## config.mk

```make
export PLATFORM = sky130hd
export DESIGN_NAME = uart_tx
export DESIGN_NICKNAME = d
export VERILOG_FILES = /design/src/rtl/uart_pkg.sv /design/src/rtl/uart_tx_bit_timer.sv /design/src/rtl/uart_tx.sv
export SDC_FILE = /design/constraint.sdc
export NUM_CORES = 1
export LEC_CHECK = 0
export ABC_AREA = 0
export CAP_MARGIN = 20
export CORE_UTILIZATION = 57
export DETAILED_ROUTE_END_ITERATION = 16
export MAX_ROUTING_LAYER = met4
export PLACE_DENSITY = 0.8
export SLEW_MARGIN = 20
export SYNTH_ARGS = -nofsm -noshare
export SYNTH_HDL_FRONTEND = slang
export SYNTH_HIERARCHICAL = 1
export SYNTH_SLANG_ARGS = --single-unit
```

## constraint.sdc

```tcl
create_clock -name clk -period 4.7 [get_ports clk]
set_input_delay 0.94 -clock clk [delete_from_list [all_inputs] [get_ports clk]]
set_output_delay 0.94 -clock clk [all_outputs]
set_load 0.05 [all_outputs]
```

## src/rtl/uart_pkg.sv

```systemverilog
// Shared UART definitions: FSM state encodings and line constants, used by transmitter and receiver.
package uart_pkg;

  localparam logic [2:0] ST_IDLE   = 3'd0;
  localparam logic [2:0] ST_START  = 3'd1;
  localparam logic [2:0] ST_DATA   = 3'd2;
  localparam logic [2:0] ST_PARITY = 3'd3;
  localparam logic [2:0] ST_STOP   = 3'd4;

  localparam int unsigned OVERSAMPLE_DEFAULT = 16;
  localparam logic        IDLE_LEVEL         = 1'b1;

  typedef enum logic [2:0] {
    StIdle   = ST_IDLE,
    StStart  = ST_START,
    StData   = ST_DATA,
    StParity = ST_PARITY,
    StStop   = ST_STOP
  } tx_state_e;

endpackage

```

## src/rtl/uart_tx_bit_timer.sv

```systemverilog
// Counts tick strobes modulo OVERSAMPLE; bit_end_o marks the tick that completes a bit period.
module uart_tx_bit_timer
  import uart_pkg::*;
#(
  parameter int unsigned OVERSAMPLE = OVERSAMPLE_DEFAULT
) (
  input  logic clk_i,
  input  logic reset_i,
  input  logic tick_i,
  input  logic clear_i,
  output logic bit_end_o
);

  localparam int unsigned CW = (OVERSAMPLE > 1) ? $clog2(OVERSAMPLE) : 1;
  localparam logic [CW-1:0] CntMax = CW'(OVERSAMPLE - 1);

  logic [CW-1:0] cnt_q, cnt_d;

  assign bit_end_o = tick_i && (cnt_q == CntMax);

  always_comb begin
    cnt_d = cnt_q;
    if (clear_i) begin
      cnt_d = '0;
    end else if (tick_i) begin
      cnt_d = bit_end_o ? '0 : cnt_q + CW'(1);
    end
  end

  always_ff @(posedge clk_i) begin
    if (reset_i) begin
      cnt_q <= '0;
    end else begin
      cnt_q <= cnt_d;
    end
  end

endmodule

```

## src/rtl/uart_tx.sv

```systemverilog
// UART transmitter, LSB first, idle-high, with a one-entry holding register for back-to-back frames.
// Define UART_TX_PARITY_EN to append an even parity bit after the data bits.
module uart_tx
  import uart_pkg::*;
#(
  parameter int unsigned OVERSAMPLE = OVERSAMPLE_DEFAULT,
  parameter int unsigned DATA_BITS  = 8,
  parameter int unsigned STOP_BITS  = 1
) (
  input  logic       clk,
  input  logic       reset,
  input  logic       tick,
  input  logic [7:0] tx_data,
  input  logic       tx_valid,
  output logic       tx_ready,
  output logic       tx,
  output logic       busy
);

  localparam logic [2:0] LastBit  = 3'(DATA_BITS - 1);
  localparam logic       LastStop = 1'(STOP_BITS - 1);

  tx_state_e  state_q, state_d;
  logic [7:0] hold_q, hold_d;
  logic       hold_full_q, hold_full_d;
  logic [7:0] shift_q, shift_d;
  logic [2:0] bit_idx_q, bit_idx_d;
  logic       stop_cnt_q, stop_cnt_d;
  logic       tx_q, tx_d;
  logic       busy_q, busy_d;
`ifdef UART_TX_PARITY_EN
  logic       parity_q, parity_d;
`endif

  logic bit_end;
  logic accept;
  logic start_frame;

  assign accept   = tx_valid && !hold_full_q;
  assign tx_ready = !hold_full_q;
  assign tx       = tx_q;
  assign busy     = busy_q;

  // A frame starts from idle or straight out of the final stop tick when a byte is waiting.
  assign start_frame = tick && hold_full_q &&
                       ((state_q == StIdle) ||
                        ((state_q == StStop) && bit_end && (stop_cnt_q == LastStop)));

  uart_tx_bit_timer #(
    .OVERSAMPLE(OVERSAMPLE)
  ) u_bit_timer (
    .clk_i    (clk),
    .reset_i  (reset),
    .tick_i   (tick),
    .clear_i  (start_frame),
    .bit_end_o(bit_end)
  );

  always_comb begin
    state_d     = state_q;
    hold_d      = hold_q;
    hold_full_d = hold_full_q;
    shift_d     = shift_q;
    bit_idx_d   = bit_idx_q;
    stop_cnt_d  = stop_cnt_q;
    tx_d        = tx_q;
`ifdef UART_TX_PARITY_EN
    parity_d    = parity_q;
`endif

    if (accept) begin
      hold_d      = tx_data;
      hold_full_d = 1'b1;
    end

    if (start_frame) begin
      state_d     = StStart;
      tx_d        = 1'b0;
      shift_d     = hold_q;
      hold_full_d = 1'b0;
      bit_idx_d   = '0;
      stop_cnt_d  = 1'b0;
    end else if (bit_end) begin
      case (state_q)
        StStart: begin
          state_d   = StData;
          tx_d      = shift_q[0];
          shift_d   = {1'b0, shift_q[7:1]};
          bit_idx_d = '0;
`ifdef UART_TX_PARITY_EN
          parity_d  = shift_q[0];
`endif
        end
        StData: begin
          if (bit_idx_q == LastBit) begin
`ifdef UART_TX_PARITY_EN
            state_d = StParity;
            tx_d    = parity_q;
`else
            state_d = StStop;
            tx_d    = IDLE_LEVEL;
`endif
            stop_cnt_d = 1'b0;
          end else begin
            bit_idx_d = bit_idx_q + 3'd1;
            tx_d      = shift_q[0];
            shift_d   = {1'b0, shift_q[7:1]};
`ifdef UART_TX_PARITY_EN
            parity_d  = parity_q ^ shift_q[0];
`endif
          end
        end
`ifdef UART_TX_PARITY_EN
        StParity: begin
          state_d = StStop;
          tx_d    = IDLE_LEVEL;
        end
`endif
        StStop: begin
          if (stop_cnt_q == LastStop) begin
            state_d = StIdle;
          end else begin
            stop_cnt_d = stop_cnt_q + 1'b1;
          end
        end
        default: ;
      endcase
    end

    busy_d = (state_d != StIdle) || hold_full_d;
  end

  always_ff @(posedge clk) begin
    if (reset) begin
      state_q     <= StIdle;
      hold_q      <= '0;
      hold_full_q <= 1'b0;
      shift_q     <= '0;
      bit_idx_q   <= '0;
      stop_cnt_q  <= 1'b0;
      tx_q        <= IDLE_LEVEL;
      busy_q      <= 1'b0;
`ifdef UART_TX_PARITY_EN
      parity_q    <= 1'b0;
`endif
    end else begin
      state_q     <= state_d;
      hold_q      <= hold_d;
      hold_full_q <= hold_full_d;
      shift_q     <= shift_d;
      bit_idx_q   <= bit_idx_d;
      stop_cnt_q  <= stop_cnt_d;
      tx_q        <= tx_d;
      busy_q      <= busy_d;
`ifdef UART_TX_PARITY_EN
      parity_q    <= parity_d;
`endif
    end
  end

endmodule
```

# Word-level counts from Yosys, hierarchy flattened

Index checks and enable logic that the tools add are counted.

Add/sub/neg operators: 3
Equal/unequal tests: 8
Multiplexer cells: 21
Bitwise logic cells: 1
Reduce and logical (&&, ||, !) cells: 20

Operators with widths:

| operator                                                              | count |
|---|---|
| 8-bit 2-to-1 mux                                                      | 3 |
| 8-bit case mux with 2 select lines                                    | 1 |
| 3-bit 2-to-1 mux                                                      | 5 |
| 3-bit case mux with 3 select lines                                    | 1 |
| 3-bit AND reduction                                                   | 3 |
| 1-bit 2-to-1 mux                                                      | 7 |
| 3-bit equality test, second input constant                            | 2 |
| 1-bit logical AND                                                     | 6 |
| 3-bit case mux with 2 select lines                                    | 1 |
| 2-bit nonzero test                                                    | 3 |
| 3-bit nonzero test                                                    | 2 |
| 4-bit by 1-bit adder with 4-bit output, second input constant         | 1 |
| 4-bit equality test, second input constant                            | 1 |
| 4-bit 2-to-1 mux                                                      | 1 |
| 2-bit inequality test, second input constant                          | 2 |
| 1-bit case mux with 2 select lines                                    | 2 |
| 3-bit by 1-bit adder with 3-bit output, second input constant         | 1 |
| 3-bit by 1-bit equality test with 1-bit output, second input constant | 1 |
| 3-bit by 2-bit equality test with 1-bit output, second input constant | 1 |
| 3-bit zero test                                                       | 1 |
| 3-bit inequality test, second input constant                          | 1 |
| 1-bit logical OR                                                      | 2 |
| 2-bit AND reduction                                                   | 1 |
| 2-bit OR reduction                                                    | 1 |
| other kinds (3)                                                       | 3 |

Bits in registers: 30
Bits of input ports: 12
Output and inout port bits: 3
Word-level logic and storage cells: 62

# Depth between registers and ports, before layout

Gate-level depths: netlist of run 1.

Depth after elaboration: 9
Gate-level depth with buffers: 8
Gate-level depth less buffers: 8

# Hierarchy

Netlist of run 1, hierarchy kept.

By module, submodules not included:

| module            | times used | cells an instance | area an instance (sq um) | sequential area each (sq um) |
|---|---|---|---|---|
| uart_tx           | 1          | 121               | 1041.0                   | 500.5 |
| uart_tx_bit_timer | 1          | 21                | 192.7                    | 80.1 |

# Least setup slack after synthesis of run 1

Ideal clock, no wire load.

Path type: input to register
Start: input tick
End: register shift_q[0]
Setup time: 91 ps
Data arrival time: 1965 ps
Required time: 4609 ps
Slack: 2644 ps
Cell stages on the path: 7
Buffers on the path: 1
Path through: nand2_2 -> nor2_1 -> nor2b_1 -> o21a_1 -> buf_4 -> nand2_1 -> a311oi_1

Longest elaborated chain between the ends: 7
Elaborated cells between the ends (all ways): 11
Classes of those cells: 1 x eq/ne; 1 x mux; 9 x reduce/logical

RTL lines:

| element                                                 | line                    | RTL |
|---|---|---|
| start, declared                                         | uart_tx.sv:12           | `input logic tick,` |
| 1-bit logical AND (*)                                   | uart_tx_bit_timer.sv:19 | `assign bit_end_o = tick_i && (cnt_q == CntMax);` |
| via bit_end                                             | uart_tx.sv:35           | `logic bit_end;` |
| 1-bit logical AND (2 in a row)                          | uart_tx.sv:47           | `((state_q == StStop) && bit_end && (stop_cnt_q == LastStop)));` |
| 1-bit logical OR                                        | uart_tx.sv:46           | `((state_q == StIdle) \|\|` |
| 1-bit logical AND                                       | uart_tx.sv:45           | `assign start_frame = tick && hold_full_q &&` |
| 3-bit inequality test (no line) (tied with other cells) | --                      |  |
| 3-bit AND reduction (no line)                           | --                      |  |
| end signal, assigned                                    | uart_tx.sv:150          | `shift_q <= shift_d;` |
| end, declared                                           | uart_tx.sv:26           | `logic [7:0] shift_q, shift_d;` |

Mark *: on every way through the listed nets, which the timed path passes. The rest lies on a longest branch.
A chain may end at the register's enable or synchronous reset.

# Worst setup path after layout of run 1

Start: input tick
End: register shift_q[7]

Longest elaborated chain between the ends: 7
Elaborated cells between the ends (all ways): 11
Classes of those cells: 1 x eq/ne; 1 x mux; 9 x reduce/logical

RTL lines:

| element                                                 | line                    | RTL |
|---|---|---|
| 1-bit logical AND (*)                                   | uart_tx_bit_timer.sv:19 |  |
| via bit_end                                             | uart_tx.sv:35           |  |
| 1-bit logical AND (*) (2 in a row)                      | uart_tx.sv:47           |  |
| 1-bit logical OR (*)                                    | uart_tx.sv:46           |  |
| 1-bit logical AND (*)                                   | uart_tx.sv:45           |  |
| via start_frame                                         | uart_tx.sv:37           | `logic start_frame;` |
| 3-bit inequality test (no line) (tied with other cells) | --                      |  |
| 3-bit AND reduction (no line)                           | --                      |  |

Marked as above.

==> results of run 1 <==
-- sequential cells by signal (all words and copies together), names as in the netlist --
register	count
bit_idx_q	3
busy	1
hold_full_q	1
hold_q	8
shift_q	8
state_q	3
tx	1
u_bit_timer/cnt_q	4
-- logic make-up (layout without fill, tap and decap cells) --
logic type,count (synthesis),after routing,synth area share [%]
simple gates,65,65,23.6
flops,29,29,47.1
compound gates,24,24,13.6
mux,10,10,8.11
buf+inv,10,26,3.85
fa+ha+maj,3,3,3.04
xor+xnor,1,1,0.710
-- metal layers --
metal  vias to the layer above  track usage, %  share of wire [%]
li1                        522               -                  -
met1                       469            27.7                 44
met2                        24            37.8                 50
met3                         5            5.66                4.2
met4                         0            10.3                1.8
met5                         -               -                  0
-- worst max-delay path, delay by kind of cell --
kind | cells | cell delay, ns
AO/OA/AOI/OAI | 1 | 0.16
buffers and inverters | 2 | 1.03
AND/OR/NAND/NOR | 5 | 1.13
-- final cells by class --
class | count | area (µm²)
repair buffers | 14 | 140
fillers | 166 | 576
inverters | 4 | 15.0
multi-input cells | 103 | 606
flip-flops and latches | 29 | 581
well taps | 27 | 33.8
clock buffers | 6 | 41.3
clock inverters | 2 | 10.0
-- per-stage QoR --
step / hold WS, ns / worst slack, ns / instance area, µm² / utilization, % / total power [W]
floorplan: 0.436 / 2.64 / 1230 / - / 0.000306
global placement: 0.444 / 1.53 / 1380 / 68.7 / 0.000325
detailed placement: 0.459 / 1.40 / 1380 / 68.7 / 0.000327
CTS: 0.472 / 1.70 / 1430 / 71.3 / 0.000464
global route: 0.494 / 1.43 / 1430 / 71.3 / 0.000482
finish: 0.466 / 1.67 / 1430 / 71.3 / 0.000460
-- worst min-delay path by stage --
stage | slack (ns) | endpoint | from | cells after the start
2_1_floorplan | 0.44 | bit_idx_q[1] | bit_idx_q[1] | 2
3_3_place_gp | 0.44 | bit_idx_q[1] | bit_idx_q[1] | 2
3_5_place_dp | 0.46 | bit_idx_q[2] | bit_idx_q[2] | 2
4_1_cts | 0.47 | bit_idx_q[2] | bit_idx_q[2] | 2
5_1_grt | 0.49 | shift_q[7] | hold_q[7] | 2
6_report | 0.47 | shift_q[7] | hold_q[7] | 2
-- report_power, final --
group	leakage [nW]	switching [W]	internal [W]
Clock	0.0320	0.0000813	0.0000568
Sequential	0.237	0.00000852	0.000258
Combinational	0.291	0.0000298	0.0000251
Total	0.560	0.000120	0.000340
-- layout by cell type (no fill, tap or decap), types with 2 or more instances in the layout --
cell type        synthesis  final
a211oi_1                 2      2
a21oi_1                  7      7
a311oi_1                 7      7
a31oi_1                  3      3
clkbuf_4                 0      5
clkdlybuf4s50_1          0     14
clkinv_2                 0      2
dfxtp_1                 29     29
ha_1                     3      3
inv_1                    4      4
mux2i_1                 10     10
nand2_1                 25     25
nand2b_1                 3      3
nand3_1                  3      3
nor2_1                  22     22
nor2b_1                  3      3
nor3_1                   3      3
o21ai_1                  2      2
==> flow_summary.ini, run 1 <==
[power]
cellPowerDensity_mw_per_mm2 = 322
leakage_nw = 0.560
peakVddDrop_mv = 0.214

[setup_path]
crit_start = tick
cp.required_ns = 4.94
r2r-end = shift_q[7]
cpPeakStageDelay_ns = 0.63
cp_cell_sequence = clkdlybuf4s50_1 -> nand2_2 -> nor2_1 -> nand2b_1 -> nand4_1 -> inv_1 -> nand2_1 -> a21oi_1
reg2reg_depth = 8
arrival_ns = 3.27
path_max_fanout = 17
endpoint = shift_q[7]
slowest_stage = clkdlybuf4s50_1
critical_path_class = input port to flip-flop
cp-end-kind = flip-flop
worstReg2RegStart = u_bit_timer/cnt_q[0]
rrSetupSlack_ns = 2.33
start_kind = input port

[layout]
final_cells = 185
nNetsFinal = 172
n_antenna_cell = 0
area_growth_pct = 15.6
drive_gt1_share_pct = 6.33

[synthesis]
syn_avg_cell_area_um2 = 8.69
synth_most_common_cell = dfxtp_1
ys_seq_elements = 29
synthDistinctLibCells = 28
yosysSeqAreaShare_pct = 47.1
ys.warnings.count = 6
netlist_area_mm2 = 0.00123
synth_cells = 142
yosys-top-cells-count = 29 x dfxtp_1, 25 x nand2_1, 22 x nor2_1
ys_top_cells_by_area = dfxtp_1 47%, mux2i_1 8.1%, nand2_1 7.6%, nor2_1 6.7%, a311oi_1 5.0%
synth.net_count = 157
synth_top_area_share_pct = 47.1
synth_top_cell_by_area = dfxtp_1
synthArstFlopShare_pct = 0
synth_ff_type = dfxtp_1
synth-edff-count = 0

[timing]
slew_headroom_pct = 39.2
final_hold_viol_count = 0
fin_crit_ns = 3.03
rsz0062_at_grt = false
fin_skew_ns = 0.0186
slew_violations = 0
fmax_mhz = 330
setup_violations = 0
period_share_pct = 64.5
tns_ns = 0
worst-slew-pin-transition_ns = 0.911

[routing]
ant_nets = 0
num_vias = 1020
viasPerCell = 5.51
postRouteWirelength_mm = 2.29
avgRoutedWirePerCell_um = 12.4
drc_errors = 0
first_iter_violations = 24
first_pass_iters = 4

[clock_tree]
cts_buffer_depth = 2
cts_tree = done
cts_made_buffers = 5
cts_resized = 0
clock_insertion_delay_worst_skew_ns = 0.32
cts-root-buf = clkbuf_4
cts_max_level = 2
clk_pin_slew_ns = 0.10
cts_sinks = 29
ctsHoldBuffers = 0
post_cts_buffers = 0

[place]
port-buffer-count = 14
gp_congestion = 0.762
dp_hpwl_mm = 1.60
dp.cells = 177

[floorplan]
ioPinCount = 15
dieWidth_um = 48.5
initial_core_util_pct = 61.6
die_h_um = 48.5
core_mm2 = 0.00200
fp.dieArea_mm2 = 0.00235
rows = 16

[run_status]
outcome = completed

[min_path]
min_path_type = flip-flop to flip-flop

[grt]
grt_pass1_wl_mm = 4.08
grt_max_degree = 26
antenna_found_initial = 0
grt_usage_pct = 23.4
grt_pass1_vias = 947
overflow = 0

[run]
maxCapViolations = 0
(Power assumes the default switching activity.)
==> run 2, diff against run 1 <==
CORE_UTILIZATION = 53   (was 57)
PLACE_DENSITY = 0.75   (was 0.8)
clock period = 2.8 ns   (was 4.7 ns; I/O delays follow)
==> run 2 against run 1 <==
  * Sequential power grew 67%
  * Register-to-register slack lost 1.6 ns
  * Highest routed layer unchanged
  * Non-clock buffer count grew 4
  * Largest cell class unchanged
  * Clock power grew 72%
  * Power grew 70%
  * Setup slack lost 0.99 ns
  * Utilization shrank 5.4 points
  * Sequential share of layout area shrank 0.87 points
==> flow_summary.ini, run 2 (synthesis gave the netlist of run 1 again) <==
[timing]
slew_headroom_pct = 43.3
final_hold_viol_count = 0
hold_ws_ns = 0.470
setup_violations = 0
tns_ns = 0
fmax_mhz = 471
rsz0062_at_grt = false
fin_skew_ns = 0.00568
slew_violations = 0
period_share_pct = 75.8
worst-slew-pin-transition_ns = 0.845
fin_crit_ns = 2.12

[clock_tree]
cts_resized = 0
post_cts_buffers = 0
ctsHoldBuffers = 0
cts_tree = done
cts_made_buffers = 5
cts_buffer_depth = 2
cts_max_level = 2
cts-root-buf = clkbuf_4
cts_sinks = 29
clock_insertion_delay_worst_skew_ns = 0.32
clk_pin_slew_ns = 0.09

[setup_path]
path_max_fanout = 10
endpoint = shift_q[1]
rrSetupSlack_ns = 0.77
cp-end-kind = flip-flop
worstReg2RegStart = u_bit_timer/cnt_q[0]
critical_path_class = input port to flip-flop
reg2reg_depth = 7
cp.required_ns = 3.03
crit_start = tick
r2r-end = shift_q[1]
arrival_ns = 2.36
start_kind = input port

[floorplan]
core_mm2 = 0.00221
rows = 17
dieWidth_um = 50.2
ioPinCount = 15
initial_core_util_pct = 55.8
fp.dieArea_mm2 = 0.00252
die_h_um = 50.2

[layout]
nNetsFinal = 176
multi_input_area_um2 = 606
n_antenna_cell = 0
finish.utilization_pct = 65.9
final_cell_area_mm2 = 0.00146
register_area_um2 = 581
drive_gt1_share_pct = 8.64
fillers = 214
area_growth_pct = 18.2
reg_top3 = hold_q x8, shift_q x8, u_bit_timer/cnt_q x4
mostFrequentLayoutCells = 29 x dfxtp_1, 25 x nand2_1, 22 x nor2_1
layout_commonest_cell = dfxtp_1

[power]
leakage_nw = 0.579
peakVddDrop_mv = 0.362
finalPower_w = 0.000780
cellPowerDensity_mw_per_mm2 = 535

[grt]
grt_usage_pct = 24.3
overflow = 0
grt_pass1_wl_mm = 4.37
grt_max_degree = 18
antenna_found_initial = 0
grt_pass1_vias = 1057

[routing]
postRouteWirelength_mm = 2.40
ant_nets = 0
num_vias = 1043
first_iter_violations = 12
first_pass_iters = 4
drc_errors = 0
viasPerCell = 5.49
avgRoutedWirePerCell_um = 12.6

[place]
gp_congestion = 0.761
dp_hpwl_mm = 1.71
placed_area_mm2 = 0.00141
port-buffer-count = 14

[run]
maxCapViolations = 0

[min_path]
min_path_type = flip-flop to flip-flop

[run_status]
outcome = completed
## run 2: cell count changes in the layout (fill, tap and decap cells not counted), sizes merged
cell	before	now
buf	0	4
## run 2: area by class of cell
cell class | count | share of cell area, %
multi-input cells | 103 | 41.5
flip-flops and latches | 29 | 39.8
repair buffers | 18 | 11.7
clock buffers | 6 | 2.83
well taps | 28 | 2.40
inverters | 4 | 1.03
clock inverters | 2 | 0.687
## run 2: how the worst min path moves through the flow
stage                    to         start  cells after the start  slack (ns)
6_report       bit_idx_q[2]  bit_idx_q[2]                      2        0.47
5_1_grt          shift_q[7]    shift_q[7]                      2        0.50
4_1_cts        bit_idx_q[2]  bit_idx_q[2]                      2        0.47
3_5_place_dp   bit_idx_q[2]  bit_idx_q[2]                      2        0.45
3_3_place_gp   bit_idx_q[1]  bit_idx_q[1]                      2        0.45
2_1_floorplan  bit_idx_q[1]  bit_idx_q[1]                      2        0.44
## run 2: report_power, final
part / total (W) / leakage (nW) / switching (W) / internal, W
clock: 0.000237 / 0.0320 / 0.000142 / 0.0000954
sequential: 0.000447 / 0.237 / 0.0000140 / 0.000433
combinational: 0.0000953 / 0.310 / 0.0000495 / 0.0000458
total: 0.000780 / 0.579 / 0.000205 / 0.000575
## run 2: metal layers
metal	wire, µm	global-route usage (%)
met4	64	13.8
met5	0	-
met3	92	8.18
met1	1120	26.8
met2	1130	38.0
## run 2: critical path, cell delays in order
cell and delay (ns):
clkdlybuf4s50_1 0.49, nand2_2 0.06, nor2_1 0.21, nor2b_1 0.30, o21a_1 0.37, nand2_1 0.10
a311oi_1 0.27
## run 2: stage by stage
step	std cells	setup WS (ns)
2_1_floorplan	142	1.12
3_3_place_gp	182	0.403
3_5_place_dp	182	0.332
4_1_cts	190	0.660
5_1_grt	190	0.376
6_report	190	0.677
==> run 3, diff against run 2 <==
clock period = 2.1 ns   (was 2.8 ns; I/O delays follow)
==> run 3 against run 2 <==
  * Via count grew 3.2%
  * Setup slack worse by 0.52 ns
  * Sequential cell count unchanged
  * Critical path depth down 5
  * Non-clock buffer count is 6 higher
  * Count of clock-buffer cells in the layout grew 1
  * Sequential share of layout area fell by 1.4 points
  * Worst hold slack better by 0.0032 ns
  * Register-to-register slack worse by 0.54 ns
  * Cell area increased by 3.6%
  * Critical endpoint is now tx_ready
  * Largest power group unchanged
  * Highest routed layer unchanged
==> flow_summary.ini, run 3 (synthesis gave the netlist of run 1 again) <==
[min_path]
hp-start = shift_q[7]
min_path_type = flip-flop to flip-flop
min_to = shift_q[7]
hold_depth = 2

[setup_path]
slowest_stage = clkdlybuf4s50_1
cp_cell_sequence = inv_1 -> clkdlybuf4s50_1
cpPeakStageDelay_ns = 0.79
cp.required_ns = 1.68
cp-end-kind = output port
path_max_fanout = 5
timing.critical_path.buf_inv = 2
worstReg2RegStart = u_bit_timer/cnt_q[0]
reg2reg_depth = 7
arrival_ns = 1.52
rrSetupSlack_ns = 0.23
start_kind = flip-flop
crit_family = buffers and inverters
r2r-end = shift_q[6]
critical_path_class = flip-flop to output port

[floorplan]
ioPinCount = 15
core_mm2 = 0.00221
initial_core_util_pct = 55.8
dieWidth_um = 50.2
rows = 17
die_h_um = 50.2
fp.dieArea_mm2 = 0.00252

[place]
dp_hpwl_mm = 1.79
gp_congestion = 0.805
port-buffer-count = 14
placed_area_mm2 = 0.00145
dp.cells = 188

[layout]
final_cells = 195
nNetsFinal = 182
mostFrequentLayoutCells = 29 x dfxtp_1, 25 x nand2_1, 22 x nor2_1
reg_top3 = hold_q x8, shift_q x8, u_bit_timer/cnt_q x4
n_antenna_cell = 0
finish.utilization_pct = 68.3
final_cell_area_mm2 = 0.00151
layout_commonest_cell = dfxtp_1
area_growth_pct = 22.4
drive_gt1_share_pct = 12.0

[grt]
grt_pass1_wl_mm = 4.26
grt_max_degree = 17
overflow = 0
antenna_found_initial = 0
grt_usage_pct = 24.0
grt_pass1_vias = 1017

[power]
cellPowerDensity_mw_per_mm2 = 707
leakage_nw = 0.606
peakVddDrop_mv = 0.575

[routing]
ant_nets = 0
first_pass_iters = 4
num_vias = 1076
postRouteWirelength_mm = 2.54
avgRoutedWirePerCell_um = 13.0
drc_errors = 0
viasPerCell = 5.52
first_iter_violations = 28

[clock_tree]
cts_tree = done
cts-root-buf = clkbuf_4
ctsHoldBuffers = 0
clk_pin_slew_ns = 0.09
clock_insertion_delay_worst_skew_ns = 0.32
cts_buffer_depth = 2
cts_made_buffers = 5
cts_sinks = 29
cts_max_level = 2

[run_status]
outcome = completed

[timing]
hold_ws_ns = 0.473
period_share_pct = 92.5
worst-slew-pin-transition_ns = 0.488
tns_ns = 0
fin_crit_ns = 1.94
slew_violations = 0
fin_skew_ns = 0.00783
final_hold_viol_count = 0
rsz0062_at_grt = false
fmax_mhz = 515
slew_headroom_pct = 67.4
setup_violations = 0

[run]
maxCapViolations = 0
[run 3: changes by cell type in the layout (fill, tap and decap cells not counted), sizes merged]
cell,change
buf,+6
clkinv,-2
clkbuf,+1
[run 3: how the worst max path moves through the flow]
stage	start	to	slack, ns	depth (start not counted)
floorplan	u_bit_timer/cnt_q[0]	shift_q[0]	0.42	8
global placement	tick	shift_q[6]	-0.06	8
detailed placement	tick	shift_q[4]	-0.16	8
CTS	u_bit_timer/cnt_q[0]	shift_q[4]	0.13	8
global route	u_bit_timer/cnt_q[0]	shift_q[4]	0.006	7
finish	hold_full_q	tx_ready	0.16	2
[run 3: cell type report]
| cell class | count | area, µm² |
|---|---|---|
| tap | 28 | 35.0 |
| multi-input combinational | 103 | 609 |
| sequential | 29 | 581 |
| fill | 182 | 702 |
| timing repair buffer | 24 | 215 |
| inverter | 4 | 15.0 |
| clock buffer | 7 | 55.1 |
[run 3: timing repair]
| item | in CTS | in global routing |
|---|---|---|
| endpoints found under the hold margin | 0 | 0 |
| setup endpoints to repair | 0 | 8 |
| setup buffers | 0 | 0 |
| gates resized for setup | 0 | 1 |
[run 3: tightest hold or removal path: stages (launching register included)]
cell     delay (ns)
dfxtp_1        0.32
nand3_1        0.06
a21oi_1        0.05
[run 3: where the power goes]
group          leakage [nW]  internal, W  switching, W
logic                 0.338    0.0000639     0.0000705
clock network        0.0314     0.000158      0.000180
registers             0.237     0.000578     0.0000187
[run 3: routing by layer]
metal  vias to the layer above  track usage [%]  share of wire (%)
li1                        542                -                  -
met1                       497             26.9                 44
met2                        30             37.3                 49
met3                         7             9.09                4.6
met4                         0             11.4                2.0
met5                         -                -                  0
[run 3: per-stage QoR]
stage               power, W  setup slack, ns
global placement    0.000737          -0.0550
global route         0.00112          0.00612
CTS                  0.00108            0.132
detailed placement  0.000742           -0.161
floorplan           0.000685            0.416
finish               0.00107            0.157
